==> config.mk <==
export PLATFORM = sky130hd
export DESIGN_NAME = spi_slave_responder
export DESIGN_NICKNAME = d
export VERILOG_FILES = /design/src/rtl/spi_slave_responder.sv
export SDC_FILE = /design/constraint.sdc
export NUM_CORES = 1
export LEC_CHECK = 0
export CAP_MARGIN = 20
export CELL_PAD_IN_SITES_DETAIL_PLACEMENT = 1
export CELL_PAD_IN_SITES_GLOBAL_PLACEMENT = 1
export CORE_ASPECT_RATIO = 1.1
export CORE_MARGIN = 8
export CORE_UTILIZATION = 32
export DETAILED_ROUTE_END_ITERATION = 10
export PLACE_DENSITY_LB_ADDON = 0.1
export SLEW_MARGIN = 20
export SYNTH_ARGS = -nofsm -noshare
export SYNTH_HDL_FRONTEND = slang
export SYNTH_SLANG_ARGS = --single-unit
==> constraint.sdc <==
create_clock -name clk_i -period 1.5 [get_ports clk_i]
set_input_delay 0.3 -clock clk_i [delete_from_list [all_inputs] [get_ports clk_i]]
set_output_delay 0.3 -clock clk_i [all_outputs]
set_load 0.005 [all_outputs]
==> src/rtl/spi_slave_responder.sv <==
// SPI mode-0 responder oversampled in the clk_i domain: receives MOSI bytes, shifts queued bytes out on MISO.
// Define SPI_SLAVE_TX_FIFO_EN for a 2**TX_FIFO_AW entry TX FIFO; otherwise TX storage is one holding register.
module spi_slave_responder #(
    parameter logic [7:0] IDLE_BYTE  = 8'hFF,
    parameter int         TX_FIFO_AW = 2
) (
    input  logic       clk_i,
    input  logic       rst_n_i,
    input  logic       spi_ss_i,
    input  logic       spi_sck_i,
    input  logic       spi_mosi_i,
    output logic       spi_miso_o,
    output logic       spi_miso_oe_o,
    output logic [7:0] rx_data_o,
    output logic       rx_valid_o,
    input  logic [7:0] tx_data_i,
    input  logic       tx_wr_i,
    output logic       tx_ready_o,
    output logic       tx_underrun_o
);

    typedef enum logic {IDLE, ACTIVE} state_t;

    state_t     state;
    logic       ss_meta, ss_sync;
    logic       sck_meta, sck_sync, sck_prev;
    logic       mosi_meta, mosi_sync;
    logic       sck_rise, sck_fall;
    logic [2:0] bitcnt;
    logic [7:0] tx_shift;
    logic [7:0] rx_shift;
    logic       load;
    logic       push;
    logic       store_empty;
    logic [7:0] store_head;
    logic [7:0] load_byte;

    always_ff @(posedge clk_i or negedge rst_n_i) begin
        if (!rst_n_i) begin
            ss_meta   <= 1'b1;
            ss_sync   <= 1'b1;
            sck_meta  <= 1'b0;
            sck_sync  <= 1'b0;
            sck_prev  <= 1'b0;
            mosi_meta <= 1'b0;
            mosi_sync <= 1'b0;
        end else begin
            // NOTE: non-blocking assignments make each stage take the pre-edge value, giving a real 2-FF chain.
            ss_meta   <= spi_ss_i;
            ss_sync   <= ss_meta;
            sck_meta  <= spi_sck_i;
            sck_sync  <= sck_meta;
            sck_prev  <= sck_sync;
            mosi_meta <= spi_mosi_i;
            mosi_sync <= mosi_meta;
        end
    end

    assign sck_rise  = sck_sync & ~sck_prev;
    assign sck_fall  = ~sck_sync & sck_prev;

    // A TX byte is consumed on select, and at every byte boundary while still selected.
    assign load      = (state == IDLE) ? ~ss_sync
                                       : (~ss_sync & sck_fall & (bitcnt == 3'd0));
    assign push      = tx_wr_i & tx_ready_o;
    assign load_byte = store_empty ? IDLE_BYTE : store_head;

`ifdef SPI_SLAVE_TX_FIFO_EN
    localparam int DEPTH = 1 << TX_FIFO_AW;

    logic [7:0]            mem [DEPTH];
    logic [TX_FIFO_AW-1:0] rd_ptr, wr_ptr;
    logic [TX_FIFO_AW:0]   count;
    logic                  pop;

    assign store_empty = (count == '0);
    assign store_head  = mem[rd_ptr];
    assign pop         = load & ~store_empty;
    // count never exceeds DEPTH, so its MSB alone flags a full FIFO.
    assign tx_ready_o  = ~count[TX_FIFO_AW];

    // NOTE: the data array is not reset; count and the pointers decide which entries are meaningful.
    always_ff @(posedge clk_i) begin
        if (push) begin
            mem[wr_ptr] <= tx_data_i;
        end
    end

    always_ff @(posedge clk_i or negedge rst_n_i) begin
        if (!rst_n_i) begin
            rd_ptr <= '0;
            wr_ptr <= '0;
            count  <= '0;
        end else begin
            if (push) begin
                wr_ptr <= wr_ptr + TX_FIFO_AW'(1);
            end
            if (pop) begin
                rd_ptr <= rd_ptr + TX_FIFO_AW'(1);
            end
            case ({push, pop})
                2'b10:   count <= count + (TX_FIFO_AW + 1)'(1);
                2'b01:   count <= count - (TX_FIFO_AW + 1)'(1);
                default: count <= count;
            endcase
        end
    end
`else
    logic [7:0] hold_data;
    logic       hold_valid;

    assign store_empty = ~hold_valid;
    assign store_head  = hold_data;
    assign tx_ready_o  = ~hold_valid;

    // A write can only land while empty, so a same-cycle load has already taken IDLE_BYTE.
    always_ff @(posedge clk_i or negedge rst_n_i) begin
        if (!rst_n_i) begin
            hold_data  <= 8'h00;
            hold_valid <= 1'b0;
        end else if (push) begin
            hold_data  <= tx_data_i;
            hold_valid <= 1'b1;
        end else if (load) begin
            hold_valid <= 1'b0;
        end
    end
`endif

    always_ff @(posedge clk_i or negedge rst_n_i) begin
        if (!rst_n_i) begin
            state         <= IDLE;
            spi_miso_oe_o <= 1'b0;
            bitcnt        <= 3'd0;
            tx_shift      <= 8'h00;
            rx_shift      <= 8'h00;
            rx_data_o     <= 8'h00;
            rx_valid_o    <= 1'b0;
            tx_underrun_o <= 1'b0;
        end else begin
            rx_valid_o    <= 1'b0;
            tx_underrun_o <= 1'b0;
            case (state)
                IDLE: begin
                    spi_miso_oe_o <= 1'b0;
                    bitcnt        <= 3'd0;
                    if (load) begin
                        state         <= ACTIVE;
                        spi_miso_oe_o <= 1'b1;
                        tx_shift      <= load_byte;
                        tx_underrun_o <= store_empty;
                    end
                end
                ACTIVE: begin
                    if (ss_sync) begin
                        // Deselect wins over any same-cycle SCK edge: partial RX and pending TX are dropped.
                        state         <= IDLE;
                        spi_miso_oe_o <= 1'b0;
                        bitcnt        <= 3'd0;
                        rx_shift      <= 8'h00;
                        tx_shift      <= 8'h00;
                    end else if (sck_rise) begin
                        rx_shift <= {rx_shift[6:0], mosi_sync};
                        bitcnt   <= bitcnt + 3'd1;
                        if (bitcnt == 3'd7) begin
                            rx_data_o  <= {rx_shift[6:0], mosi_sync};
                            rx_valid_o <= 1'b1;
                        end
                    end else if (sck_fall) begin
                        if (load) begin
                            tx_shift      <= load_byte;
                            tx_underrun_o <= store_empty;
                        end else begin
                            tx_shift <= {tx_shift[6:0], 1'b0};
                        end
                    end
                end
                default: state <= IDLE;
            endcase
        end
    end

    assign spi_miso_o = spi_miso_oe_o ? tx_shift[7] : 1'b1;

endmodule

Yosys cells after proc, flatten, opt, wreduce, memory -nomap -nowiden
Index checks and enable logic that the tools add are counted.
{"block": "word_totals", "in_bits": 14, "register_bits": 46, "wordCells": 70}
{"block": "op_classes", "addsub": 1, "n_reduce_logical": 6, "bitwise": 10, "mux": 30, "eq_ne": 6}
{"cell": "$mux W8", "n": 6}
{"cell": "$pmux W8 S2", "n": 1}
{"cell": "$mux W1", "n": 15}
{"cell": "$mux W7", "n": 2}
{"cell": "$mux W3", "n": 2}
{"cell": "$ne A3 B1 Y1 const B", "n": 2}
{"cell": "$pmux W1 S2", "n": 3}
{"cell": "$pmux W3 S2", "n": 1}
{"cell": "$and A1 B1 Y1", "n": 5}
{"cell": "$not A1 Y1", "n": 5}
{"cell": "$reduce_and A4 Y1", "n": 1}
{"cell": "$reduce_bool A2 Y1", "n": 2}
{"cell": "$add A3 B1 Y3 const B", "n": 1}
{"cell": "$eq A3 B3 Y1 const B", "n": 1}
{"cell": "$logic_not A3 Y1", "n": 1}
{"cell": "$ne A3 B3 Y1 const B", "n": 1}
{"cell": "$reduce_and A3 Y1", "n": 1}
{"cell": "$ne A2 B1 Y1 const B", "n": 1}
{"cell": "$ne A2 B2 Y1 const B", "n": 1}
{"cell": "$reduce_and A2 Y1", "n": 1}

Logic depth before layout (Yosys ltp)
Gate-level depths: netlist of the first run.
{"block": "depth", "ltp_word": 10, "depth_mapped": 7}

Worst setup path after synthesis of the first run
Ideal clock, no wire load.
{"block": "synth_timing", "path_type": "register to register", "from": "register bitcnt[0]", "to": "register rx_data_o[0]", "stages_incl_launch_ff": 5, "path_slack_ns": 0.199, "period_less_slack_ns": 1.301, "setup_ns": 0.127, "n_path_buf": 0, "arrival_ns": 1.173, "path_cell_list": "dfrtp_1 -> ha_1 -> ha_1 -> nand3_4 -> mux2_1"}
{"block": "synth_between", "elab_chain_cells": 2}
{"item": "from (decl)", "line_no": "29", "text": "logic [2:0] bitcnt;"}
{"item": "from (signal assigned)", "line_no": "164", "text": "bitcnt <= bitcnt + 3'd1;"}
{"item": "$eq A3 B3 Y1", "line_no": "165", "text": "if (bitcnt == 3'd7) begin"}
{"item": "$reduce_and A4 Y1 (no line)"}
{"item": "to (signal assigned)", "line_no": "166", "text": "rx_data_o <= {rx_shift[6:0], mosi_sync};"}
{"item": "to (decl)", "line_no": "14", "text": "output logic [7:0] rx_data_o,"}
Every way passes these cells.
A chain may end at the register's enable or synchronous reset.

Final worst setup path of the first run
{"block": "layout_timing", "from": "register spi_miso_oe_o", "to": "output port spi_miso_oe_o"}
{"item": "from (decl)", "line_no": "13", "text": "output logic spi_miso_oe_o,"}
{"item": "from (signal assigned)", "line_no": "133", "text": "spi_miso_oe_o <= 1'b0;"}
{"item": "from (signal assigned)", "line_no": "145", "text": "spi_miso_oe_o <= 1'b0;"}
{"item": "from (signal assigned)", "line_no": "149", "text": "spi_miso_oe_o <= 1'b1;"}
No word-level cell between the ends.

==> results of run 1 <==
==> per-stage QoR <==
stage | cells | util, % | hold slack, ps
after detailed placement | 270 | 38.3 | 283
after floorplan | 164 | - | 4.41
final | 286 | 41.8 | 357
after global routing | 286 | 41.8 | 363
after CTS | 283 | 40.4 | 359
after global placement | 270 | 38.3 | 275
==> timing repair <==
action                     in CTS  in global routing
buffers inserted                4                  2
hold buffers                    1                  0
pin swaps                       0                  1
cloned                          0                  1
gates resized for setup         3                 20
setup endpoints to repair       5                 14
hold endpoints to repair       16                  0
==> layout by cell type, fill, tap and decap left out, types with 2 or more instances in the layout <==
master | Yosys | final
o2bb2ai_1 | 5 | 5
nand3_1 | 2 | 2
o31ai_1 | 2 | 2
nand2_1 | 12 | 11
buf_4 | 0 | 14
inv_1 | 12 | 12
o21ai_0 | 7 | 3
a21oi_1 | 4 | 4
mux2_1 | 4 | 4
o21a_1 | 2 | 2
a211oi_2 | 0 | 4
dlygate4sd2_1 | 0 | 2
inv_2 | 2 | 2
dfstp_2 | 2 | 2
mux2_2 | 6 | 6
o22ai_1 | 6 | 6
o21ai_1 | 8 | 12
a22oi_1 | 8 | 8
a21bo_1 | 2 | 2
dfrtp_1 | 44 | 44
clkbuf_8 | 0 | 5
nand2b_1 | 3 | 3
ha_1 | 3 | 2
dlymetal6s2s_1 | 0 | 6
clkdlybuf4s50_1 | 0 | 17
buf_6 | 4 | 2
==> registers in the layout, indices dropped and copies added (netlist names), 3 cells and up <==
| signal | cells |
|---|---|
| rx_shift | 7 |
| tx_shift | 8 |
| rx_data_o | 8 |
| hold_data | 8 |
| bitcnt | 3 |
==> report_power, final <==
group	total (uW)	switching [uW]	internal (uW)
Sequential	1490	100	1390
Combinational	456	210	246
Clock	757	430	328
==> logic make-up (layout without fill, tap and decap cells) <==
family                   Yosys count  in the layout  share of synthesized area [%]
AO/OA/AOI/OAI                     53             53                           18.3
XOR/XNOR                           1              1                          0.438
adder cells (fa/ha/maj)            3              3                           1.88
buffers and inverters             24             66                           7.58
flip-flops                        46             46                           57.7
multiplexers                      10             10                           5.64
AND/OR/NAND/NOR                   27             27                           8.39
==> layer usage <==
metal | track usage [%] | vias to the layer above | wire length, um
met5 | 0 | - | 0
met4 | 4.54 | 0 | 53
met3 | 2.51 | 5 | 132
met2 | 18.5 | 19 | 2390
met1 | 11.0 | 691 | 1780
li1 | - | 654 | -
==> cell type report <==
type	instances	share of cell area (%)
timing repair buffer	44	16.6
multi-input combinational	94	28.7
inverter	14	2.06
clock inverter	3	0.832
clock buffer	5	2.69
sequential	46	45.1
tap	80	3.92
==> path summary, 6_finish.rpt <==
check | start | end | slack (ps) | cells after the start
worst max-delay path | spi_miso_oe_o$_DFFE_PN0N_ | spi_miso_oe_o | 40 | 1
worst max register to register | bitcnt[0]$_DFFE_PN0P_ | tx_shift[2]$_DFFE_PN0P_ | 80 | 6
min in group asynchronous | rst_n_i | bitcnt[2]$_DFFE_PN0P_ | 480 | 2
worst min-delay path | mosi_meta$_DFF_PN0_ | mosi_sync$_DFF_PN0_ | 360 | 0
worst min register to register | mosi_meta$_DFF_PN0_ | mosi_sync$_DFF_PN0_ | 360 | 0
max in group asynchronous | rst_n_i | state$_DFF_PN0_ | 520 | 3
==> results.json, run 1 <==
{
  "seq_area_um2": 1150,
  "synth_seq_area_share_pct": 57.7,
  "timing.final.ws_setup_ps": 41.1,
  "critPathLaunchType": "register",
  "synth_seq_cells": 46,
  "final-setup-viol-count": 0,
  "wl_mm": 4.36,
  "crit_path_end_kind": "output pin",
  "hold_path_class": "register to register",
  "p_leak_uw": 0.00119,
  "power_density_nw_per_um2": 1060,
  "fillCellCount": 663,
  "rows": 30,
  "antenna_found_initial": 0,
  "place_area_um2": 2340,
  "io_buffers": 26,
  "ys_types": 39,
  "nets": 222,
  "worstPathArrival_ps": 1160,
  "globalplace.congestion": 0.746,
  "fp.coreArea_um2": 6120,
  "syn_area_per_cell_um2": 12.2,
  "grt_first_pass_wirelength_mm": 7.53,
  "dr.pass1.iters": 3,
  "multi_input_area_um2": 734,
  "floorplan.initialDensity_pct": 32.7,
  "worst_slew_pin_slew_ps": 466,
  "period_needed_ps": 1460,
  "preCtsSetupSlack_ps": -78.9,
  "crit_slowest_cell": "clkdlybuf4s50_1",
  "cts-root-buf": "clkbuf_8",
  "insertion_delay_ps": 300,
  "synthArstFlopShare_pct": 100,
  "drc": 0,
  "globalRouteOverflowTotal": 0,
  "first_iter_violations": 17,
  "yosys-top-cells-area": "dfrtp_1 (55%), mux2_2 (3.4%), a22oi_1 (3.0%), dfstp_2 (2.6%), buf_6 (2.3%)",
  "die_area_um2": 9030,
  "clkTransAtPathRegs_ps": 90,
  "cp_slowest_stage_delay_ps": 500,
  "hold_viol": 0,
  "chipWidth_um": 91.3,
  "peakVddDrop_mv": 0.510,
  "h-tree-depth": 2,
  "layout-drive-gt1-share_pct": 24.3,
  "required_ps": 1200,
  "fin_area_um2": 2560,
  "wl_per_cell_um": 15.2,
  "path_max_fanout": 2,
  "timing.fmax_mhz": 685,
  "clock_skew_ps": 9.42,
  "yosysTopAreaCellShare_pct": 55.1,
  "syn_to_final_growth_pct": 27.9,
  "criticalPathCategory": "register to output pin",
  "slew_headroom_pct": 69.0,
  "vias": 1369,
  "cts_made_buffers": 5,
  "synth_common_cells": "dfrtp_1 (44), inv_1 (12), nand2_1 (12)",
  "hpwl_mm": 3.26,
  "report.final.slew_viol_count": 0,
  "fin_tns_setup_ps": 0,
  "ios": 27,
  "yosysTopAreaCell": "dfrtp_1",
  "outcome": "completed",
  "yosysMostFrequentCell": "dfrtp_1",
  "period_share_pct": 97.3,
  "power_uw": 2700,
  "synthFlopType": "dfrtp_1",
  "die_h_um": 98.9,
  "synth_edf_count": 0,
  "n_antenna_cell": 0,
  "grt_pass1_vias": 1546,
  "synthesis.nets": 181,
  "cts.sinks": 46,
  "ant_nets": 0,
  "grt_max_degree": 29,
  "cts_tree": "done",
  "drv_cap": 0,
  "clock_tree.buffer_depth": 2,
  "cp_top_family": "buffers and inverters",
  "rsz0062_at_grt": "yes",
  "grt_usage_pct": 10.3,
  "ys.warnings.count": 0,
  "critical_path_buf_inv_count": 1,
  "syn_area_um2": 2000,
  "vias_per_cell": 4.79,
  "synth_cells": 164,
  "cp_cell_sequence": "clkdlybuf4s50_1"
}
No activity file was read; power rests on OpenSTA's default activity.
==> inputs of run 2 (changes only) <==
--- a/config.mk
+++ b/config.mk
@@ -11,8 +11,10 @@
 export CORE_ASPECT_RATIO = 1.1
 export CORE_MARGIN = 8
 export CORE_UTILIZATION = 32
+export CTS_CLUSTER_DIAMETER = 120
 export DETAILED_ROUTE_END_ITERATION = 10
 export PLACE_DENSITY_LB_ADDON = 0.1
+export SETUP_SLACK_MARGIN = 0.4
 export SLEW_MARGIN = 20
 export SYNTH_ARGS = -nofsm -noshare
 export SYNTH_HDL_FRONTEND = slang
==> run 2 against run 1 <==
Compared with the run above:
- hold slack worse by 6.7 ps
- cell area rose by 11%
- first-iteration DRC count increased by 65%
- via count grew 5.0%
- worst setup slack better by 76 ps
- critical path depth up 5
- clock power grew 24%
- combinational power is 30% higher
- fmax grew 5.5%
- sequential cell count unchanged
- register-to-register slack better by 40 ps
- largest cell class unchanged
==> results.json, run 2 (same netlist as run 1, synthesis figures left out) <==
{
  "worst_slew_pin_slew_ps": 329,
  "wl_mm": 4.81,
  "hold_viol": 0,
  "fp.coreArea_um2": 6120,
  "reg2reg_from": "bitcnt[0]$_DFFE_PN0P_",
  "grt_first_pass_wirelength_mm": 8.31,
  "seq_area_um2": 1150,
  "final_common_cell": "dfrtp_1",
  "top_usage_layer": "met2",
  "final-setup-viol-count": 0,
  "nets": 235,
  "worstPathArrival_ps": 1560,
  "power_density_nw_per_um2": 1070,
  "crit_path_end_kind": "register",
  "hold_path_class": "register to register",
  "clkTransAtPathRegs_ps": 80,
  "use_met3_pct": 3.50,
  "cts_tree": "done",
  "dr.pass1.iters": 4,
  "clock_skew_ps": 10.2,
  "floorplan.initialDensity_pct": 32.7,
  "fillCellCount": 629,
  "n_antenna_cell": 0,
  "grt_use_met2_pct": 20.1,
  "drc": 0,
  "p_leak_uw": 0.00125,
  "syn_to_final_growth_pct": 42.0,
  "cts.sinks": 46,
  "first_iter_violations": 28,
  "grt_pass1_vias": 1636,
  "rrSetupSlack_ps": 120,
  "path_max_fanout": 5,
  "critPathLaunchType": "register",
  "rows": 30,
  "die_area_um2": 9030,
  "multi_input_area_um2": 911,
  "globalRouteOverflowTotal": 0,
  "vias": 1438,
  "io_buffers": 26,
  "globalplace.congestion": 0.754,
  "clock_tree.buffer_depth": 2,
  "required_ps": 1680,
  "worstReg2RegEnd": "tx_shift[2]$_DFFE_PN0P_",
  "slew_headroom_pct": 78.0,
  "layout-drive-gt1-share_pct": 46.8,
  "grt_usage_pct": 11.4,
  "outcome": "completed",
  "peakVddDrop_mv": 0.649,
  "worstHoldStart": "sck_meta$_DFF_PN0_",
  "insertion_delay_ps": 300,
  "holdPathStages": 0,
  "h-tree-depth": 2,
  "power_uw": 3030,
  "timing.fmax_mhz": 723,
  "utilization_pct": 46.4,
  "period_share_pct": 92.2,
  "chipWidth_um": 91.3,
  "ios": 27,
  "rsz0062_at_grt": "yes",
  "cts-root-buf": "clkbuf_8",
  "reg2regPathDepth": 6,
  "drv_cap": 0,
  "period_needed_ps": 1380,
  "antenna_found_initial": 0,
  "ant_nets": 0,
  "criticalPathCategory": "register to register",
  "cts_made_buffers": 5,
  "report.final.slew_viol_count": 0,
  "grt_max_degree": 26,
  "grt_util_met1_pct": 12.7,
  "die_h_um": 98.9,
  "top_regs": "hold_data: 8 flops, rx_data_o: 8 flops, tx_shift: 8 flops",
  "vias_per_cell": 4.83,
  "hpwl_mm": 3.23,
  "min_to": "sck_sync$_DFF_PN0_",
  "mostFrequentLayoutCells": "dfrtp_1 (43), buf_4 (15), buf_6 (14)",
  "wl_per_cell_um": 16.1
}
-- run 2: cell count changes in the layout (fill, tap and decap cells not counted), sizes merged --
cell / change
buf: +25
bufinv: +1
clkbuf: +2
clkdlybuf4s50: -5
clkinv: -2
clkinvlp: -1
dlygate4sd2: -2
dlymetal6s2s: -6
-- run 2: cell type report --
| type | count | share of cell area, % |
|---|---|---|
| Clock buffer | 6 | 2.91 |
| Clock inverter | 1 | 1.06 |
| Inverter | 14 | 1.85 |
| Multi-Input combinational cell | 94 | 32.1 |
| Sequential cell | 46 | 40.7 |
| Tap cell | 80 | 3.53 |
| Timing Repair Buffer | 57 | 17.8 |
-- run 2: per-stage QoR --
step	std cells	hold WS, ps	area, um^2	setup TNS, ps	worst slack [ps]
6_report	298	350	2840	0	117
3_5_place_dp	270	302	2390	-201	-35.2
3_3_place_gp	270	303	2390	0	1.42
5_1_grt	298	360	2840	0	41.7
2_1_floorplan	164	4.41	2070	0	262
4_1_cts	294	355	2750	0	102
-- run 2: report_power, final --
group | switching (uW) | internal [uW] | leakage, uW | total [uW]
Clock | 406 | 533 | 0.0000573 | 939
Combinational | 253 | 338 | 0.000612 | 591
Sequential | 112 | 1390 | 0.000583 | 1500
Total | 771 | 2260 | 0.00125 | 3030
-- run 2: repair_timing --
action / CTS / global route
gates resized for setup: 93 / 11
gates cloned: 2 / 1
hold buffers: 1 / 0
hold endpoints to repair: 21 / 0
endpoints found under the setup margin: 50 / 49
pin swaps: 11 / 6
buffers inserted: 14 / 3
-- run 2: how the worst max path moves through the flow --
stage	from	end	slack (ps)	cells after the start
floorplan	bitcnt[0]$_DFFE_PN0P_	tx_shift[1]$_DFFE_PN0P_	260	7
global placement	tx_wr_i	hold_data[2]$_DFFE_PN0P_	1	4
detailed placement	tx_wr_i	hold_data[3]$_DFFE_PN0P_	-40	4
CTS	bitcnt[0]$_DFFE_PN0P_	tx_shift[2]$_DFFE_PN0P_	100	6
global route	bitcnt[1]$_DFFE_PN0P_	tx_shift[2]$_DFFE_PN0P_	40	6
finish	bitcnt[0]$_DFFE_PN0P_	tx_shift[2]$_DFFE_PN0P_	120	6
-- run 2: worst max-delay path, stage by stage (launching register included) --
cell and delay [ps]:
dfrtp_1 400, inv_1 70, ha_2 180, nand4bb_4 160, buf_6 180, a211oi_2 180
o2bb2ai_1 100
-- run 2: layer usage --
metal	vias up	wire (um)
li1	681	-
met1	728	1960
met2	23	2570
met3	6	209
met4	0	72
met5	-	0
==> inputs of run 3 (changes only) <==
--- a/config.mk
+++ b/config.mk
@@ -5,6 +5,7 @@
 export SDC_FILE = /design/constraint.sdc
 export NUM_CORES = 1
 export LEC_CHECK = 0
+export ABC_AREA = 1
 export CAP_MARGIN = 20
 export CELL_PAD_IN_SITES_DETAIL_PLACEMENT = 1
 export CELL_PAD_IN_SITES_GLOBAL_PLACEMENT = 1
@@ -13,8 +14,7 @@
 export CORE_UTILIZATION = 32
 export CTS_CLUSTER_DIAMETER = 120
 export DETAILED_ROUTE_END_ITERATION = 10
-export PLACE_DENSITY_LB_ADDON = 0.1
-export SETUP_SLACK_MARGIN = 0.4
+export PLACE_DENSITY = 0.68
 export SLEW_MARGIN = 20
 export SYNTH_ARGS = -nofsm -noshare
 export SYNTH_HDL_FRONTEND = slang
==> run 3 against run 2 <==
Compared with the run above:
- sequential share of layout area rose by 4.3 points
- critical path depth is 5 lower
- cell count rose by 15%
- hold slack improved by 9.7 ps
- largest power group unchanged
- combinational power decreased by 8.0%
- sequential power about the same
- synthesized cell count is 36% higher
- global-route usage fell by 0.63 points
==> results.json, run 3 <==
{
  "outcome": "completed",
  "die_area_um2": 9350,
  "power_density_nw_per_um2": 1080,
  "syn_area_per_cell_um2": 9.34,
  "period_share_pct": 97.3,
  "chipWidth_um": 92.9,
  "cts-root-buf": "clkbuf_8",
  "clock_tree.buffer_depth": 2,
  "mostFrequentLayoutCells": "nand2_1 (54), dfrtp_1 (44), inv_1 (26)",
  "cp_cell_sequence": "clkdlybuf4s50_1",
  "worst_slew_pin_slew_ps": 500,
  "ios": 27,
  "wl_mm": 4.53,
  "ys_types": 29,
  "drc": 0,
  "vias_per_cell": 4.53,
  "required_ps": 1200,
  "critical_path_buf_inv_count": 1,
  "worstPathArrival_ps": 1160,
  "cts_tree": "done",
  "criticalPathCategory": "register to output pin",
  "antenna_found_initial": 0,
  "grt_pass1_vias": 1660,
  "yosys-top-cells-area": "dfrtp_1 (53%), nand2_1 (9.7%), inv_1 (4.9%), nor2_1 (4.5%), nand3_1 (2.6%)",
  "p_leak_uw": 0.00135,
  "grt_max_degree": 22,
  "vias": 1555,
  "clkTransAtPathRegs_ps": 90,
  "critPathLaunchType": "register",
  "die_h_um": 101,
  "first_iter_violations": 48,
  "synthArstFlopShare_pct": 100,
  "nets": 277,
  "fin_area_um2": 2560,
  "fin_tns_setup_ps": 0,
  "final_common_cell": "nand2_1",
  "grt_first_pass_wirelength_mm": 7.96,
  "synth_cells": 223,
  "report.final.slew_viol_count": 0,
  "top_regs": "hold_data: 8 flops, rx_data_o: 8 flops, tx_shift: 8 flops",
  "synthesis.nets": 240,
  "ys.warnings.count": 0,
  "synth_seq_area_share_pct": 55.4,
  "yosysTopAreaCellShare_pct": 52.9,
  "crit_slowest_cell": "clkdlybuf4s50_1",
  "io_buffers": 26,
  "syn_to_final_growth_pct": 23.1,
  "synthFlopType": "dfrtp_1",
  "synth_seq_cells": 46,
  "whs_ps": 360,
  "final-setup-viol-count": 0,
  "globalRouteOverflowTotal": 0,
  "n_antenna_cell": 0,
  "crit_path_end_kind": "output pin",
  "grt_usage_pct": 10.8,
  "drv_cap": 0,
  "globalplace.congestion": 0.751,
  "yosysMostFrequentCell": "nand2_1",
  "timing.final.ws_setup_ps": 40.5,
  "synth_common_cells": "nand2_1 (54), dfrtp_1 (44), inv_1 (27)",
  "ant_nets": 0,
  "preCtsSetupSlack_ps": 93.1,
  "fp.coreArea_um2": 6440,
  "period_needed_ps": 1460,
  "hold_viol": 0,
  "hpwl_mm": 3.33,
  "layout-drive-gt1-share_pct": 16.1,
  "dr.pass1.iters": 3,
  "timing.fmax_mhz": 685,
  "peakVddDrop_mv": 0.598,
  "power_uw": 2780,
  "hold_path_class": "register to register",
  "clock_skew_ps": 9.33,
  "fillCellCount": 776,
  "seq_area_um2": 1150,
  "floorplan.initialDensity_pct": 32.4,
  "multi_input_area_um2": 757,
  "rsz0062_at_grt": "no",
  "path_max_fanout": 2,
  "cts.sinks": 46,
  "cp_top_family": "buffers and inverters",
  "cp_slowest_stage_delay_ps": 500,
  "synth_edf_count": 0,
  "yosysTopAreaCell": "dfrtp_1",
  "slew_headroom_pct": 66.6,
  "place_area_um2": 2450,
  "wl_per_cell_um": 13.2,
  "insertion_delay_ps": 310,
  "h-tree-depth": 2,
  "rows": 31,
  "syn_area_um2": 2080,
  "cts_made_buffers": 5
}
## run 3: power by group
group / switching [uW] / internal, uW
registers: 75.8 / 1400
clock network: 432 / 329
logic: 302 / 241
total: 811 / 1970
## run 3: area by class of cell
type                    instances  share of cell area, %
flip-flops and latches         46                   45.0
multi-input cells             139                   29.5
repair buffers                 34                   12.9
clock buffers                   6                   2.83
clock inverters                 2                  0.537
well taps                      82                   4.00
inverters                      34                   5.27
## run 3: path summary, 6_finish.rpt
check	from	endpoint	slack (ps)	cells past startpoint
setup / recovery	rx_data_o[0]$_DFFE_PN0P_	rx_data_o[0]	40	1
setup reg to reg	bitcnt[0]$_DFFE_PN0P_	tx_shift[6]$_DFFE_PN0P_	110	10
max in group asynchronous	rst_n_i	tx_shift[2]$_DFFE_PN0P_	480	3
hold reg to reg	ss_meta$_DFF_PN1_	ss_sync$_DFF_PN1_	360	0
min in group asynchronous	rst_n_i	rx_shift[0]$_DFFE_PN0P_	490	2
hold / removal	ss_meta$_DFF_PN1_	ss_sync$_DFF_PN1_	360	0
## run 3: layer usage
| layer | track usage [%] | up-vias | share of wire, % |
|---|---|---|---|
| met3 | 2.24 | 6 | 2.8 |
| li1 | - | 768 | - |
| met2 | 16.7 | 19 | 47 |
| met5 | 0 | - | 0 |
| met1 | 13.9 | 762 | 48 |
| met4 | 5.58 | 0 | 2.2 |
## run 3: stage by stage
step           cells  util, %
6_report         343     39.8
3_5_place_dp     333     38.1
3_3_place_gp     333     38.1
4_1_cts          343     39.6
2_1_floorplan    223        -
5_1_grt          343     39.8
## run 3: cells by family after synthesis
family                     share of synthesized area (%)
and+or+nand+nor                                     22.6
DFF                                                 55.4
buffers and inverters                               8.65
AOI/OAI and AO/OA                                   8.35
muxes                                               3.24
adders and majority gates                           1.80
## run 3: what timing repair did
action | 4_1_cts | 5_1_grt
hold endpoints to repair | 17 | 0
endpoints found under the setup margin | 5 | 10
gates resized for setup | 6 | 7
hold buffers | 1 | 0
setup buffers | 1 | 0
